<file path="config.mk">
export PLATFORM = sky130hd
export DESIGN_NAME = mc_control_fsm_flat
export DESIGN_NICKNAME = d
export VERILOG_FILES = /design/src/rtl/mc_control_fsm_pkg.sv /design/src/rtl/mc_control_fsm_if.sv /design/src/rtl/mc_control_fsm_branch_eval.sv /design/src/rtl/mc_control_fsm.sv /design/src/flat_wrapper.sv
export SDC_FILE = /design/constraint.sdc
export NUM_CORES = 1
export LEC_CHECK = 0
export BUFFER_PORTS_ARGS = -buffer_cell sky130_fd_sc_hd__buf_2
export CORE_MARGIN = 4
export CORE_UTILIZATION = 47
export CTS_BUF_LIST = sky130_fd_sc_hd__clkbuf_4
export CTS_CLUSTER_SIZE = 10
export DETAILED_ROUTE_END_ITERATION = 7
export GPL_ROUTABILITY_DRIVEN = 0
export MAX_ROUTING_LAYER = met4
export PLACE_DENSITY = 0.81
export SETUP_SLACK_MARGIN = 0.4
export SLEW_MARGIN = 15
export SYNTH_ARGS = -nofsm -noshare
export SYNTH_HDL_FRONTEND = slang
export SYNTH_SLANG_ARGS = --single-unit
</file>
<file path="constraint.sdc">
create_clock -name clk -period 1.8 [get_ports clk]
set_input_delay 0.27 -clock clk [delete_from_list [all_inputs] [get_ports clk]]
set_output_delay 0.27 -clock clk [all_outputs]
set_load 0.03 [all_outputs]
</file>
<file path="src/rtl/mc_control_fsm_pkg.sv">
// Shared encodings for the multicycle RV32I control path: FSM states, opcodes, mux selects.
// Optional ILLEGAL_TRAP_EN adds a sticky TRAP state for unsupported opcodes.
package riscv_ctrl_pkg;

    typedef enum logic [3:0] {
        StFetch    = 4'd0,
        StDecode   = 4'd1,
        StMemAdr   = 4'd2,
        StMemRead  = 4'd3,
        StMemWb    = 4'd4,
        StMemWrite = 4'd5,
        StExecuteR = 4'd6,
        StExecuteI = 4'd7,
        StAluWb    = 4'd8,
        StJal      = 4'd9,
        StJalr     = 4'd10,
        StJalrWb   = 4'd11,
        StBranch   = 4'd12,
        StLui      = 4'd13,
`ifdef ILLEGAL_TRAP_EN
        StAuipc    = 4'd14,
        StTrap     = 4'd15
`else
        StAuipc    = 4'd14
`endif
    } ctrl_state_t;

    localparam logic [6:0] OpLoad   = 7'b0000011;
    localparam logic [6:0] OpStore  = 7'b0100011;
    localparam logic [6:0] OpRtype  = 7'b0110011;
    localparam logic [6:0] OpItype  = 7'b0010011;
    localparam logic [6:0] OpJal    = 7'b1101111;
    localparam logic [6:0] OpJalr   = 7'b1100111;
    localparam logic [6:0] OpBranch = 7'b1100011;
    localparam logic [6:0] OpLui    = 7'b0110111;
    localparam logic [6:0] OpAuipc  = 7'b0010111;

    localparam logic [2:0] F3Beq  = 3'b000;
    localparam logic [2:0] F3Bne  = 3'b001;
    localparam logic [2:0] F3Blt  = 3'b100;
    localparam logic [2:0] F3Bge  = 3'b101;
    localparam logic [2:0] F3Bltu = 3'b110;
    localparam logic [2:0] F3Bgeu = 3'b111;

    // result mux select; 3'b100 is a reserved input and never driven by this FSM
    localparam logic [2:0] ResAluOut    = 3'b000;
    localparam logic [2:0] ResData      = 3'b001;
    localparam logic [2:0] ResAluResult = 3'b010;
    localparam logic [2:0] ResImmExt    = 3'b011;

    localparam logic [1:0] SrcAPc    = 2'b00;
    localparam logic [1:0] SrcAOldPc = 2'b01;
    localparam logic [1:0] SrcARs1   = 2'b10;

    localparam logic [1:0] SrcBRs2  = 2'b00;
    localparam logic [1:0] SrcBImm  = 2'b01;
    localparam logic [1:0] SrcBFour = 2'b10;

    localparam logic [1:0] AluAdd   = 2'b00;
    localparam logic [1:0] AluSub   = 2'b01;
    localparam logic [1:0] AluFunct = 2'b10;

    // state following DECODE for a given opcode
    function automatic ctrl_state_t decode_next(input logic [6:0] op);
        ctrl_state_t nxt;
        case (op)
            OpLoad, OpStore: nxt = StMemAdr;
            OpRtype:         nxt = StExecuteR;
            OpItype:         nxt = StExecuteI;
            OpJal:           nxt = StJal;
            OpJalr:          nxt = StJalr;
            OpBranch:        nxt = StBranch;
            OpLui:           nxt = StLui;
            OpAuipc:         nxt = StAuipc;
`ifdef ILLEGAL_TRAP_EN
            default:         nxt = StTrap;
`else
            default:         nxt = StFetch;
`endif
        endcase
        return nxt;
    endfunction

endpackage

</file>
<file path="src/rtl/mc_control_fsm_if.sv">
// Control bundle between the multicycle control FSM (master) and the datapath (slave).
interface mc_control_fsm_if;

    logic [6:0] op;
    logic [2:0] funct3;
    logic       zero;
    logic       lt;
    logic       ltu;
    logic       mem_ready;

    logic       pc_write;
    logic       adr_src;
    logic       mem_write;
    logic       ir_write;
    logic       reg_write;
    logic [2:0] result_src;
    logic [1:0] alu_src_a;
    logic [1:0] alu_src_b;
    logic [1:0] alu_op;
    logic       illegal;

    modport master (
        input  op, funct3, zero, lt, ltu, mem_ready,
        output pc_write, adr_src, mem_write, ir_write, reg_write,
        output result_src, alu_src_a, alu_src_b, alu_op, illegal
    );

    modport slave (
        output op, funct3, zero, lt, ltu, mem_ready,
        input  pc_write, adr_src, mem_write, ir_write, reg_write,
        input  result_src, alu_src_a, alu_src_b, alu_op, illegal
    );

endinterface

</file>
<file path="src/rtl/mc_control_fsm_branch_eval.sv">
// Branch condition from funct3 and the ALU compare flags; unused funct3 codes never branch.
module branch_eval
    import riscv_ctrl_pkg::*;
(
    input  logic [2:0] funct3,
    input  logic       zero,
    input  logic       lt,
    input  logic       ltu,
    output logic       taken
);

    always_comb begin
        taken = 1'b0;
        case (funct3)
            F3Beq:   taken = zero;
            F3Bne:   taken = ~zero;
            F3Blt:   taken = lt;
            F3Bge:   taken = ~lt;
            F3Bltu:  taken = ltu;
            F3Bgeu:  taken = ~ltu;
            default: taken = 1'b0;
        endcase
    end

endmodule

</file>
<file path="src/rtl/mc_control_fsm.sv">
// Multicycle RV32I main control FSM: fetch/decode/execute/memory/writeback sequencing.
// Build option ILLEGAL_TRAP_EN: unsupported opcodes lock into TRAP until reset.
module mc_control_fsm
    import riscv_ctrl_pkg::*;
(
    input  logic              clk,
    input  logic              reset,
    mc_control_fsm_if.master  ctrl
);

    ctrl_state_t state_q, state_d;

    logic       taken;
    logic       pc_write;
    logic       adr_src;
    logic       mem_write;
    logic       ir_write;
    logic       reg_write;
    logic [2:0] result_src;
    logic [1:0] alu_src_a;
    logic [1:0] alu_src_b;
    logic [1:0] alu_op;
    logic       illegal;

    branch_eval u_branch_eval (
        .funct3 (ctrl.funct3),
        .zero   (ctrl.zero),
        .lt     (ctrl.lt),
        .ltu    (ctrl.ltu),
        .taken  (taken)
    );

    always_ff @(posedge clk) begin
        if (reset) begin
            state_q <= StFetch;
        end else begin
            state_q <= state_d;
        end
    end

    always_comb begin
        state_d    = state_q;
        pc_write   = 1'b0;
        adr_src    = 1'b0;
        mem_write  = 1'b0;
        ir_write   = 1'b0;
        reg_write  = 1'b0;
        result_src = ResAluOut;
        alu_src_a  = SrcAPc;
        alu_src_b  = SrcBRs2;
        alu_op     = AluAdd;
        illegal    = 1'b0;

        case (state_q)
            StFetch: begin
                alu_src_a  = SrcAPc;
                alu_src_b  = SrcBFour;
                alu_op     = AluAdd;
                result_src = ResAluResult;
                if (ctrl.mem_ready) begin
                    ir_write = 1'b1;
                    pc_write = 1'b1;
                    state_d  = StDecode;
                end
            end
            StDecode: begin
                // precompute branch/JAL target into ALUOut
                alu_src_a = SrcAOldPc;
                alu_src_b = SrcBImm;
                alu_op    = AluAdd;
                state_d   = decode_next(ctrl.op);
            end
            StMemAdr: begin
                alu_src_a = SrcARs1;
                alu_src_b = SrcBImm;
                alu_op    = AluAdd;
                state_d   = (ctrl.op == OpLoad) ? StMemRead : StMemWrite;
            end
            StMemRead: begin
                adr_src = 1'b1;
                if (ctrl.mem_ready) begin
                    state_d = StMemWb;
                end
            end
            StMemWb: begin
                result_src = ResData;
                reg_write  = 1'b1;
                state_d    = StFetch;
            end
            StMemWrite: begin
                adr_src   = 1'b1;
                mem_write = 1'b1;
                if (ctrl.mem_ready) begin
                    state_d = StFetch;
                end
            end
            StExecuteR: begin
                alu_src_a = SrcARs1;
                alu_src_b = SrcBRs2;
                alu_op    = AluFunct;
                state_d   = StAluWb;
            end
            StExecuteI: begin
                alu_src_a = SrcARs1;
                alu_src_b = SrcBImm;
                alu_op    = AluFunct;
                state_d   = StAluWb;
            end
            StAluWb: begin
                result_src = ResAluOut;
                reg_write  = 1'b1;
                state_d    = StFetch;
            end
            StJal: begin
                // PC <- target held in ALUOut while ALU forms OldPC+4 for the link
                alu_src_a  = SrcAOldPc;
                alu_src_b  = SrcBFour;
                result_src = ResAluOut;
                pc_write   = 1'b1;
                state_d    = StAluWb;
            end
            StJalr: begin
                alu_src_a  = SrcARs1;
                alu_src_b  = SrcBImm;
                alu_op     = AluAdd;
                result_src = ResAluResult;
                pc_write   = 1'b1;
                state_d    = StJalrWb;
            end
            StJalrWb: begin
                alu_src_a  = SrcAOldPc;
                alu_src_b  = SrcBFour;
                result_src = ResAluResult;
                reg_write  = 1'b1;
                state_d    = StFetch;
            end
            StBranch: begin
                alu_src_a  = SrcARs1;
                alu_src_b  = SrcBRs2;
                alu_op     = AluSub;
                result_src = ResAluOut;
                pc_write   = taken;
                state_d    = StFetch;
            end
            StLui: begin
                result_src = ResImmExt;
                reg_write  = 1'b1;
                state_d    = StFetch;
            end
            StAuipc: begin
                alu_src_a = SrcAOldPc;
                alu_src_b = SrcBImm;
                alu_op    = AluAdd;
                state_d   = StAluWb;
            end
`ifdef ILLEGAL_TRAP_EN
            StTrap: begin
                illegal = 1'b1;
                state_d = StTrap;
            end
`endif
            default: begin
                state_d = StFetch;
            end
        endcase

        // reset abandons whatever is in flight with no side effects
        if (reset) begin
            pc_write  = 1'b0;
            ir_write  = 1'b0;
            mem_write = 1'b0;
            reg_write = 1'b0;
            illegal   = 1'b0;
        end
    end

    assign ctrl.pc_write   = pc_write;
    assign ctrl.adr_src    = adr_src;
    assign ctrl.mem_write  = mem_write;
    assign ctrl.ir_write   = ir_write;
    assign ctrl.reg_write  = reg_write;
    assign ctrl.result_src = result_src;
    assign ctrl.alu_src_a  = alu_src_a;
    assign ctrl.alu_src_b  = alu_src_b;
    assign ctrl.alu_op     = alu_op;
    assign ctrl.illegal    = illegal;

endmodule

</file>
<file path="src/flat_wrapper.sv">
// flat-port wrapper written by rule: the top's interface ports become plain ports
module mc_control_fsm_flat import riscv_ctrl_pkg::*;
  (clk, reset, ctrl_op, ctrl_funct3, ctrl_zero, ctrl_lt, ctrl_ltu, ctrl_mem_ready, ctrl_pc_write, ctrl_adr_src, ctrl_mem_write, ctrl_ir_write, ctrl_reg_write, ctrl_result_src, ctrl_alu_src_a, ctrl_alu_src_b, ctrl_alu_op, ctrl_illegal);
  mc_control_fsm_if ctrl_i ();
  input  logic clk;
  input  logic reset;
  input wire logic [$bits(ctrl_i.op)-1:0] ctrl_op;
  input wire logic [$bits(ctrl_i.funct3)-1:0] ctrl_funct3;
  input wire logic [$bits(ctrl_i.zero)-1:0] ctrl_zero;
  input wire logic [$bits(ctrl_i.lt)-1:0] ctrl_lt;
  input wire logic [$bits(ctrl_i.ltu)-1:0] ctrl_ltu;
  input wire logic [$bits(ctrl_i.mem_ready)-1:0] ctrl_mem_ready;
  output wire logic [$bits(ctrl_i.pc_write)-1:0] ctrl_pc_write;
  output wire logic [$bits(ctrl_i.adr_src)-1:0] ctrl_adr_src;
  output wire logic [$bits(ctrl_i.mem_write)-1:0] ctrl_mem_write;
  output wire logic [$bits(ctrl_i.ir_write)-1:0] ctrl_ir_write;
  output wire logic [$bits(ctrl_i.reg_write)-1:0] ctrl_reg_write;
  output wire logic [$bits(ctrl_i.result_src)-1:0] ctrl_result_src;
  output wire logic [$bits(ctrl_i.alu_src_a)-1:0] ctrl_alu_src_a;
  output wire logic [$bits(ctrl_i.alu_src_b)-1:0] ctrl_alu_src_b;
  output wire logic [$bits(ctrl_i.alu_op)-1:0] ctrl_alu_op;
  output wire logic [$bits(ctrl_i.illegal)-1:0] ctrl_illegal;
  assign ctrl_i.op = ctrl_op;
  assign ctrl_i.funct3 = ctrl_funct3;
  assign ctrl_i.zero = ctrl_zero;
  assign ctrl_i.lt = ctrl_lt;
  assign ctrl_i.ltu = ctrl_ltu;
  assign ctrl_i.mem_ready = ctrl_mem_ready;
  assign ctrl_pc_write = ctrl_i.pc_write;
  assign ctrl_adr_src = ctrl_i.adr_src;
  assign ctrl_mem_write = ctrl_i.mem_write;
  assign ctrl_ir_write = ctrl_i.ir_write;
  assign ctrl_reg_write = ctrl_i.reg_write;
  assign ctrl_result_src = ctrl_i.result_src;
  assign ctrl_alu_src_a = ctrl_i.alu_src_a;
  assign ctrl_alu_src_b = ctrl_i.alu_src_b;
  assign ctrl_alu_op = ctrl_i.alu_op;
  assign ctrl_illegal = ctrl_i.illegal;
  mc_control_fsm u_core (.clk(clk), .reset(reset), .ctrl(ctrl_i));
endmodule
</file>
Yosys cells after proc, flatten, opt, wreduce, memory -nomap -nowiden

Index checks and enable logic that the tools add are counted.

Flip-flop bits (word level): 4
Bits of input ports: 16
Output and inout bits: 15
Word-level logic and storage cells: 70

Equal/unequal tests: 31
Muxes and demuxes: 21
Bitwise operators: 3
Reductions and logical operators: 14

Operators with widths:

| kind                 | count |
|---|---|
| $pmux W4 S8          | 1 |
| $eq A4 B4 Y1 const B | 7 |
| $pmux W4 S7          | 1 |
| $eq A7 B6 Y1 const B | 3 |
| $eq A7 B7 Y1 const B | 3 |
| $eq A4 B3 Y1 const B | 4 |
| $eq A7 B5 Y1 const B | 2 |
| $eq A3 B3 Y1 const B | 4 |
| $mux W4              | 3 |
| $pmux W2 S2          | 3 |
| $reduce_or A4 Y1     | 3 |
| $reduce_or A5 Y1     | 2 |
| $mux W1              | 9 |
| $eq A4 B2 Y1 const B | 2 |
| $reduce_or A2 Y1     | 4 |
| $eq A7 B2 Y1 const B | 1 |
| $ne A2 B2 Y1 const B | 3 |
| $pmux W1 S6          | 1 |
| $pmux W2 S3          | 1 |
| $reduce_or A3 Y1     | 2 |
| $eq A4 B1 Y1 const B | 1 |
| $logic_not A4 Y1     | 1 |
| $eq A3 B1 Y1 const B | 1 |
| $logic_not A3 Y1     | 1 |
| other kinds (4)      | 6 |

Longest topological paths before layout

Gate-level depths: netlist (run 1).

Depth in word-level cells: 4
Depth in mapped cells: 5
Mapped depth without buffers: 4

Modules after synthesis

From an unflattened synthesis (run 1), not the netlist that was laid out.

Cells, all modules: 101
Area total of the unflattened synthesis: 649.4 µm²

Modules (own cells, without submodules):

| module         | times used | cells an instance | area each (µm²) | sequential area each (µm²) |
|---|---|---|---|---|
| mc_control_fsm | 1          | 96                | 609.3           | 80.1 |
| branch_eval    | 1          | 5                 | 40.0            | 0.0 |

Worst setup path before layout (run 1)

OpenSTA, ideal clock, no wires.

Path kind: register -> output
From: reg u_core.state_q[3]
To: out ctrl_alu_src_a[1]
Data arrival time: 1.427 ns
Data required time: 1.530 ns
Setup slack: 0.103 ns
Stages on the path, launching flop included: 5
Path buffers: 2
Cells stage by stage: dfxtp_1 clkbuf_1 clkbuf_1 a21oi_1 o22ai_1

Cells in the longest elaborated chain, start to end: 3
Elaborated cells between the ends (all ways): 12
Classes of those cells: 9 x eq/ne; 1 x mux; 2 x reduce/logical

RTL lines:

| what                                                                         | RTL line             | source |
|---|---|---|
| start: declaration                                                           | mc_control_fsm.sv:11 | `ctrl_state_t state_q, state_d;` |
| start signal: assignment                                                     | mc_control_fsm.sv:35 | `state_q <= StFetch;` |
| start signal: assignment                                                     | mc_control_fsm.sv:37 | `state_q <= state_d;` |
| $eq A4 B4 Y1 (tied with other cells)                                         | mc_control_fsm.sv:54 | `case (state_q)` |
| $reduce_or A5 Y1 (no source line) / $reduce_or A4 Y1 (equally long branches) | --                   |  |
| $pmux W2 S2 (*)                                                              | mc_control_fsm.sv:54 |  |
| end: declaration                                                             | flat_wrapper.sv:19   | `output wire logic [$bits(ctrl_i.alu_src_a)-1:0] ctrl_alu_src_a;` |

Mark *: on every way between the ends. The rest lies on a longest branch, timed or not.

Worst setup path after layout (run 1)

From: reg u_core.state_q[2]
To: out ctrl_reg_write

Cells in the longest elaborated chain, start to end: 4
Elaborated cells between the ends (all ways): 7
Classes of those cells: 4 x eq/ne; 2 x mux; 1 x reduce/logical

RTL lines:

| what                                                | RTL line              | source |
|---|---|---|
| $eq A4 B4 Y1 / $eq A4 B3 Y1 (equally long branches) | mc_control_fsm.sv:54  |  |
| $reduce_or A4 Y1 (no source line) (*)               | --                    |  |
| $mux W1 (*)                                         | mc_control_fsm.sv:54  |  |
| $mux W1 (*)                                         | mc_control_fsm.sv:168 | `if (reset) begin` |
| end: declaration                                    | flat_wrapper.sv:17    | `output wire logic [$bits(ctrl_i.reg_write)-1:0] ctrl_reg_write;` |

Marked as above.

==> results of run 1 <==
how the worst min path moves through the flow:
| stage | cells past startpoint | end |
|---|---|---|
| 2_1_floorplan | 3 | u_core.state_q[3] |
| 3_3_place_gp | 2 | u_core.state_q[1] |
| 3_5_place_dp | 2 | u_core.state_q[1] |
| 4_1_cts | 2 | u_core.state_q[1] |
| 5_1_grt | 2 | u_core.state_q[1] |
| 6_report | 2 | u_core.state_q[1] |
kinds of logic after synthesis:
logic type	after synthesis
and+or+nand+nor	46
muxes	2
xor gates and xnor gates	4
DFF	4
other	1
buffers and inverters	11
AOI/OAI and AO/OA	35
critical path: stages (launching register included):
cell and delay (ns):
dfxtp_4 0.38, or2_4 0.30, mux2i_2 0.22, a22oi_2 0.10
nor2_2 0.14, buf_6 0.15
synthesized netlist by cell type, types with 2 or more instances:
| master | n |
|---|---|
| a21o_1 | 4 |
| a21oi_1 | 8 |
| buf_4 | 2 |
| clkbuf_1 | 6 |
| dfxtp_1 | 4 |
| mux2i_1 | 2 |
| nand2_1 | 8 |
| nand2b_1 | 7 |
| nand3b_1 | 3 |
| nor2_1 | 11 |
| nor2b_1 | 5 |
| nor3_1 | 4 |
| o21ai_0 | 5 |
| o21ai_1 | 4 |
| o22ai_1 | 4 |
| or3_1 | 2 |
| or4_1 | 2 |
| xor2_1 | 3 |
layer usage:
| metal | track usage [%] | share of wire, % | vias to the layer above |
|---|---|---|---|
| met2 | 50.3 | 45 | 171 |
| met5 | - | 0 | - |
| met4 | 13.5 | 10 | 0 |
| met3 | 4.78 | 14 | 60 |
| li1 | - | - | 472 |
| met1 | 35.1 | 31 | 552 |
where the power goes:
group / total [uW] / internal (uW) / switching (uW)
registers: 93.6 / 86.8 / 6.77
logic: 228 / 94.3 / 134
clock network: 131 / 75.8 / 54.7
through the flow:
step | cell area, um^2 | hold slack, ns | util (%) | total power, uW | setup TNS, ns
5_1_grt | 1280 | 0.419 | 98.6 | 465 | -0.0404
3_5_place_dp | 873 | 0.622 | 67.1 | 249 | 0
3_3_place_gp | 873 | 0.598 | 67.1 | 245 | 0
6_report | 1280 | 0.419 | 98.6 | 452 | -0.0310
2_1_floorplan | 734 | 0.487 | - | 207 | 0
4_1_cts | 1120 | 0.374 | 86.0 | 392 | 0
cell type report:
type | instances | area share (%)
multi-input combinational | 89 | 54.0
timing repair buffer | 53 | 34.6
sequential | 4 | 7.41
clock buffer | 3 | 1.76
tap | 15 | 1.46
inverter | 2 | 0.780
what timing repair did:
| item | in CTS | in global routing |
|---|---|---|
| gates resized for setup | 45 | 24 |
| setup endpoints to repair | 17 | 16 |
| endpoints found under the hold margin | 0 | 0 |
| setup buffers | 11 | 7 |
| pin swaps | 12 | 10 |
==> impl_metrics.tcl, run 1 <==
set metrics [dict create \
    status "finished with violations" \
    violations "setup timing" \
    multi_input_area_um2 692 \
    ant_nets 0 \
    reg_top3 "u_core.state_q: 4 flops" \
    synth-compound-area-share_pct 33.6 \
    layout_common_cells "19 x buf_4, 17 x buf_6, 15 x buf_2" \
    wl_per_cell_um 26.6 \
    p_per_area_nw_per_um2 352 \
    grt_max_degree 11 \
    area_growth_pct 95.6 \
    cts_root_buf "clkbuf_4" \
    fin_ws_ns -0.0310 \
    syn-cell-area_um2 656 \
    worstHoldStart "reset" \
    synth_top_area_share_pct 12.2 \
    worst_r2r_endpoint "u_core.state_q[2]" \
    vias 1255 \
    grt_setup_unrepaired "true" \
    grt_pass1_vias 933 \
    path_clk_slew_ns 0.06 \
    required_ns 1.53 \
    seq_area_um2 95.1 \
    end_kind "output port" \
    yosys.area.top_type "dfxtp_1" \
    post-dp-hpwl_mm 1.61 \
    ir_worst_vdd_v 0.000623 \
    diodes 0 \
    avgSynthCellArea_um2 6.37 \
    finalHoldViolCount 0 \
    dieArea_um2 2060 \
    core_um2 1300 \
    r2r_slack_ns 0.17 \
    port_buffers 28 \
    maxSlewViolCount 0 \
    clockBufferDepth 2 \
    start_util_pct 50.4 \
    fin_worst_skew_ns 0.0257 \
    antenna_found_initial 0 \
    synth_edf_count 0 \
    maxCapViolCount 0 \
    ys.flop_type "dfxtp_1" \
    initialDrtViolationCount 133 \
    yosys_warnings 0 \
    hold_buffers 0 \
    numCtsBuffers 3 \
    path_class "flop to output port" \
    layout_commonest_cell "buf_4" \
    dp_cells 145 \
    drive_gt1_share_pct 60.9 \
    dr.pass1.iters 5 \
    setup_viol 1 \
    hold_path_class "primary input to flop" \
    wirelength_mm 4.41 \
    cp.arrival_ns 1.56 \
    drc 0 \
    synth_area_leaders "dfxtp_1 12%, nand2b_1 6.7%, nor2_1 6.3%" \
    clk_latency_ns 0.26 \
    path_max_fanout 5 \
    synthAdderAreaFrac_pct 0 \
    total_leakage_power_uw 0.000543 \
    yosysSeqAreaShare_pct 12.2 \
    synthXorXnorAreaFrac_pct 5.34 \
    netlist_instances 103 \
    cts_max_level 1 \
    final_nets 169 \
    reg2reg_depth 7 \
    crit_path_end "ctrl_reg_write" \
    startpoint "u_core.state_q[2]" \
    synth-async-reset-ratio_pct 0 \
    largest_register_ff_count 4 \
    regMostFlops "u_core.state_q" \
    ys_seq_elements 4 \
    grt_pass1_wl_mm 4.39 \
    synthMuxAreaShare_pct 3.05 \
    rr_startpoint "u_core.state_q[2]" \
    pin_count 31 \
    grt_overflow_total 0 \
    clock_sinks 4 \
    cts_tree "done" \
    start_kind "flop" \
    vias_per_cell 7.56 \
    finalCritPeriodShare_pct 102 \
    die_x_um 45.4 \
    die_height_um 45.4 \
    dpl_worst_slack_ns 0.0817 \
    rows 13 \
    min_period_ns 1.83 \
    final.fill_count 12 \
    synth_top_family_by_area "simple AND/OR/NAND/NOR gates" \
    yosys.area_share.simple_pct 36.6 \
    final_cells 166 \
    synthDistinctLibCells 37 \
    fmax_mhz 546 \
    grt_usage_pct 30.1 \
]
Note: power is estimated with default switching activity, not from simulation.
==> inputs of run 2 (changes only) <==
Settings changed: GPL_TIMING_DRIVEN set to 0.
==> run 2 against run 1 <==
Effect of this change: the run now ends clean; global-route usage fell by 0.092 points; clock skew fell by 0.025 ns; register-to-register slack improved by 0.11 ns; via count fell by 12%; total power fell by 9.9%; sequential share of layout area barely moved; highest routed layer unchanged.
==> impl_metrics.tcl, run 2 (synthesis gave the netlist of run 1 again) <==
set metrics [dict create \
    regMostFlops "u_core.state_q" \
    layout_common_cells "16 x buf_4, 12 x buf_6, 10 x buf_2" \
    core_um2 1300 \
    fin_ws_ns 0.0465 \
    cts_root_buf "clkbuf_4" \
    postPlaceCellArea_um2 883 \
    grt_pass1_wl_mm 4.34 \
    fin_tns_setup_ns 0 \
    top_usage_layer "met2" \
    dr.pass1.iters 4 \
    end_kind "output port" \
    start_util_pct 50.4 \
    ir_worst_vdd_v 0.000334 \
    grt_max_degree 11 \
    slowest_stage "dfxtp_4" \
    die_x_um 45.4 \
    layout_commonest_cell "buf_4" \
    maxCapViolCount 0 \
    clk_latency_ns 0.22 \
    rows 13 \
    pin_count 31 \
    grt_overflow_total 0 \
    finalHoldViolCount 0 \
    worst_pin_slew_ns 0.630 \
    vias_per_cell 6.83 \
    required_ns 1.53 \
    fmax_mhz 570 \
    hold_depth 4 \
    cp.arrival_ns 1.48 \
    wirelength_mm 3.48 \
    critPathBufInv 1 \
    die_height_um 45.4 \
    grt_pass1_vias 860 \
    finalCritPeriodShare_pct 97.4 \
    largest_register_ff_count 4 \
    status "finished clean" \
    cts_max_level 1 \
    vias 1100 \
    worstHoldStart "ctrl_op[2]" \
    drive_gt1_share_pct 54.1 \
    clockBufferDepth 2 \
    met3_usage_pct 3.19 \
    total_power_uw 407 \
    numCtsBuffers 3 \
    rr_startpoint "u_core.state_q[3]" \
    hold_buffers 0 \
    grt_setup_unrepaired "true" \
    maxSlewHeadroom_pct 58.0 \
    path_class "flop to output port" \
    antenna_found_initial 0 \
    maxSlewViolCount 0 \
    hold_path_class "primary input to flop" \
    fin_worst_skew_ns 0.00113 \
    ant_nets 0 \
    p_per_area_nw_per_um2 329 \
    dpl_worst_slack_ns 0.0240 \
    diodes 0 \
    worst_r2r_endpoint "u_core.state_q[2]" \
    initialDrtViolationCount 92 \
    min_period_ns 1.75 \
    globalRouteMet1Util_pct 39.2 \
    r2r_slack_ns 0.28 \
    reg_top3 "u_core.state_q: 4 flops" \
    crit_family "simple AND/OR/NAND/NOR gates" \
    total_leakage_power_uw 0.000533 \
    port_buffers 26 \
    wl_per_cell_um 21.6 \
    start_kind "flop" \
    dieArea_um2 2060 \
    setup_viol 0 \
    holdPathEnd "u_core.state_q[2]" \
    area_growth_pct 88.7 \
    post-dp-hpwl_mm 1.52 \
    grtUsageMet2_pct 47.2 \
    reg2reg_depth 5 \
    path_clk_slew_ns 0.03 \
    clock_sinks 4 \
    crit_chain "or2_4 > mux2i_1 > a22oi_1 > nor2_2 > buf_6" \
    crit_path_max_incr_delay_ns 0.37 \
    drc 0 \
    final_nets 164 \
    cts_tree "done" \
    grt_usage_pct 30.0 \
    fin_area_um2 1240 \
    worst-path-stages 5 \
    path_max_fanout 7 \
]
==> run 2: power breakdown <==
part / internal, uW / switching [uW]
registers: 88.7 / 8.08
logic: 95.0 / 113
clock network: 74.0 / 28.3
total: 258 / 149
==> run 2: cell type report <==
class,count,area [um^2]
Buffer,9,101
Clock buffer,3,22.5
Fill cell,36,63.8
Inverter,2,7.51
Multi-Input combinational cell,89,659
Sequential cell,4,91.3
Tap cell,15,18.8
Timing Repair Buffer,39,337
==> run 2: how the worst max path moves through the flow <==
stage | from | endpoint
2_1_floorplan | ctrl_op[6] | u_core.state_q[2]
3_3_place_gp | ctrl_op[6] | u_core.state_q[2]
3_5_place_dp | ctrl_op[6] | u_core.state_q[2]
4_1_cts | u_core.state_q[2] | ctrl_reg_write
5_1_grt | u_core.state_q[3] | ctrl_pc_write
6_report | u_core.state_q[1] | ctrl_reg_write
==> run 2: through the flow <==
step,instances,util [%],hold slack (ns)
2_1_floorplan,104,-,0.487
3_3_place_gp,145,67.9,0.678
3_5_place_dp,145,67.9,0.669
4_1_cts,155,85.8,0.443
5_1_grt,161,95.1,0.495
6_report,161,95.1,0.484
==> run 2: timing repair <==
action | in CTS | in global routing
endpoints found under the setup margin | 15 | 17
cloned | 1 | 0
pin swaps | 7 | 9
resized for setup | 44 | 20
setup buffers | 6 | 6
==> run 2: per-layer routing <==
metal	wire length (um)	vias up	share of wire, %
li1	-	457	-
met1	1250	497	36
met2	1640	108	47
met3	321	38	9.2
met4	259	0	7.5
met5	0	-	0
==> run 2: tightest hold or removal path, delay by kind of cell <==
kind / cells / cell delay, ns
buffers and inverters: 1 / 0.10
AND/OR/NAND/NOR: 1 / 0.10
AO/OA/AOI/OAI: 2 / 0.17
==> inputs of run 3 (changes only) <==
Settings changed: BUFFER_PORTS_ARGS -buffer_cell sky130_fd_sc_hd__buf_2 to unset, CORE_AREA set to 4 4 41 43, CORE_MARGIN 4 to unset, CORE_UTILIZATION 47 to unset, DIE_AREA set to 0 0 45 47, DONT_BUFFER_PORTS set to 1, PLACE_DENSITY 0.81 to unset.
==> run 3 against run 2 <==
Effect of this change: first-iteration DRC count fell by 45%; cell area fell by 6.3%; via count shrank 16%; clock-buffer cell count did not move; critical endpoint unchanged; register-to-register slack worse by 0.02 ns; sequential power grew 2.4%; cell count is 16% lower; non-clock buffer count shrank 25; clock power grew 8%.
==> impl_metrics.tcl, run 3 (synthesis gave the netlist of run 1 again) <==
set metrics [dict create \
    grt_max_degree 11 \
    finalHoldViolCount 0 \
    grtUsageMet2_pct 42.4 \
    final_nets 139 \
    ir_worst_vdd_v 0.000329 \
    total_leakage_power_uw 0.000408 \
    wirelength_mm 3.02 \
    cp.arrival_ns 1.43 \
    p_per_area_nw_per_um2 324 \
    wl_per_cell_um 22.2 \
    reg2reg_depth 6 \
    end_kind "output port" \
    r2r_slack_ns 0.26 \
    hold_path_class "primary input to flop" \
    layout_commonest_cell "buf_4" \
    worst_pin_slew_ns 0.784 \
    cts_tree "done" \
    regMostFlops "u_core.state_q" \
    grt_overflow_total 0 \
    fin_tns_setup_ns 0 \
    setup_viol 0 \
    start_kind "flop" \
    required_ns 1.53 \
    status "finished clean" \
    holdPathEnd "u_core.state_q[1]" \
    path_class "flop to output port" \
    largest_register_ff_count 4 \
    finalCritPeriodShare_pct 94.3 \
    dieArea_um2 2120 \
    path_clk_slew_ns 0.04 \
    hold_depth 3 \
    numCtsBuffers 3 \
    dr.pass1.iters 4 \
    grt_usage_pct 23.6 \
    cts_max_level 1 \
    antenna_found_initial 0 \
    start_util_pct 50.4 \
    clk_latency_ns 0.24 \
    maxSlewHeadroom_pct 47.7 \
    grt_pass1_wl_mm 3.63 \
    globalRouteMet1Util_pct 26.8 \
    cts_root_buf "clkbuf_4" \
    die_x_um 45 \
    layout_common_cells "14 x buf_4, 6 x nor2_4, 6 x a21oi_1" \
    pin_count 31 \
    fmax_mhz 589 \
    core_um2 1300 \
    fin_ws_ns 0.103 \
    min_period_ns 1.70 \
    rr_startpoint "u_core.state_q[2]" \
    maxSlewViolCount 0 \
    die_height_um 47 \
    slowest_stage "dfxtp_4" \
    vias 922 \
    fin_worst_skew_ns 0.00383 \
    top_usage_layer "met2" \
    clock_sinks 4 \
    clockBufferDepth 2 \
    worst_r2r_endpoint "u_core.state_q[2]" \
    initialDrtViolationCount 51 \
    ant_nets 0 \
    drc 0 \
    drive_gt1_share_pct 53.7 \
    hold_buffers 0 \
    dpl_worst_slack_ns 0.140 \
    crit_chain "buf_12 > mux2i_1 > a22oi_2 > nor2_4" \
    crit_path_max_incr_delay_ns 0.44 \
    vias_per_cell 6.78 \
    reg_top3 "u_core.state_q: 4 flops" \
    worstHoldStart "ctrl_op[3]" \
    grt_pass1_vias 824 \
    grt_setup_unrepaired "true" \
    path_max_fanout 10 \
    met3_usage_pct 3.07 \
    diodes 0 \
    area_growth_pct 76.9 \
    rows 13 \
    maxCapViolCount 0 \
    port_buffers 0 \
    post-dp-hpwl_mm 1.42 \
    final.fill_count 57 \
]
run 3: changes by cell type in the layout (fill, tap and decap cells not counted), sizes merged:
cell	before	now
buf	43	21
clkbuf	8	5
run 3: routing by layer:
| layer | vias to the layer above | wire length, um |
|---|---|---|
| met2 | 73 | 1490 |
| li1 | 407 | - |
| met3 | 12 | 290 |
| met1 | 430 | 1110 |
| met5 | - | 0 |
| met4 | 0 | 125 |
run 3: how the worst max path moves through the flow:
stage                            startpoint           endpoint  cells past startpoint
after CTS                 u_core.state_q[1]  ctrl_alu_src_b[1]                      3
after floorplan                  ctrl_op[6]  u_core.state_q[2]                      4
after global placement    u_core.state_q[3]  u_core.state_q[2]                      5
after detailed placement         ctrl_op[6]  u_core.state_q[2]                      4
after global routing      u_core.state_q[2]     ctrl_reg_write                      5
final                     u_core.state_q[0]     ctrl_reg_write                      4
run 3: final cells by class:
cell class / instances / area (um^2) / share of cell area (%)
Tap cell: 15 / 18.8 / 1.62
Multi-Input combinational cell: 89 / 779 / 67.2
Sequential cell: 4 / 90.1 / 7.77
Timing Repair Buffer: 14 / 116 / 10.0
Buffer: 9 / 120 / 10.4
Clock buffer: 3 / 22.5 / 1.94
Inverter: 2 / 12.5 / 1.08
run 3: metrics by stage:
step	hold slack [ns]	cell area [um^2]	total power, uW	cells	util [%]
after floorplan	0.487	734	207	104	-
after global placement	0.513	753	221	119	57.9
after detailed placement	0.512	753	221	119	57.9
after CTS	0.265	1020	356	130	78.3
after global routing	0.278	1160	392	136	89.1
final	0.265	1160	376	136	89.1
run 3: what timing repair did:
action | in CTS | in global routing
pin swaps | 12 | 13
resized for setup | 41 | 25
setup buffers | 8 | 6
endpoints found under the setup margin | 16 | 15
endpoints found under the hold margin | 0 | 0
run 3: worst max-delay path, delay by kind of cell (launching register included):
kind | cells | cell delay [ns]
buf+inv | 1 | 0.17
mux | 1 | 0.25
compound gates | 1 | 0.11
flops | 1 | 0.44
simple gates | 1 | 0.21
run 3: power breakdown:
part	switching, uW	total (uW)	leakage, uW	internal [uW]
Combinational	101	167	0.000359	66.1
Clock	35.6	110	0.0000138	74.5
Sequential	8.98	99.1	0.0000349	90.1
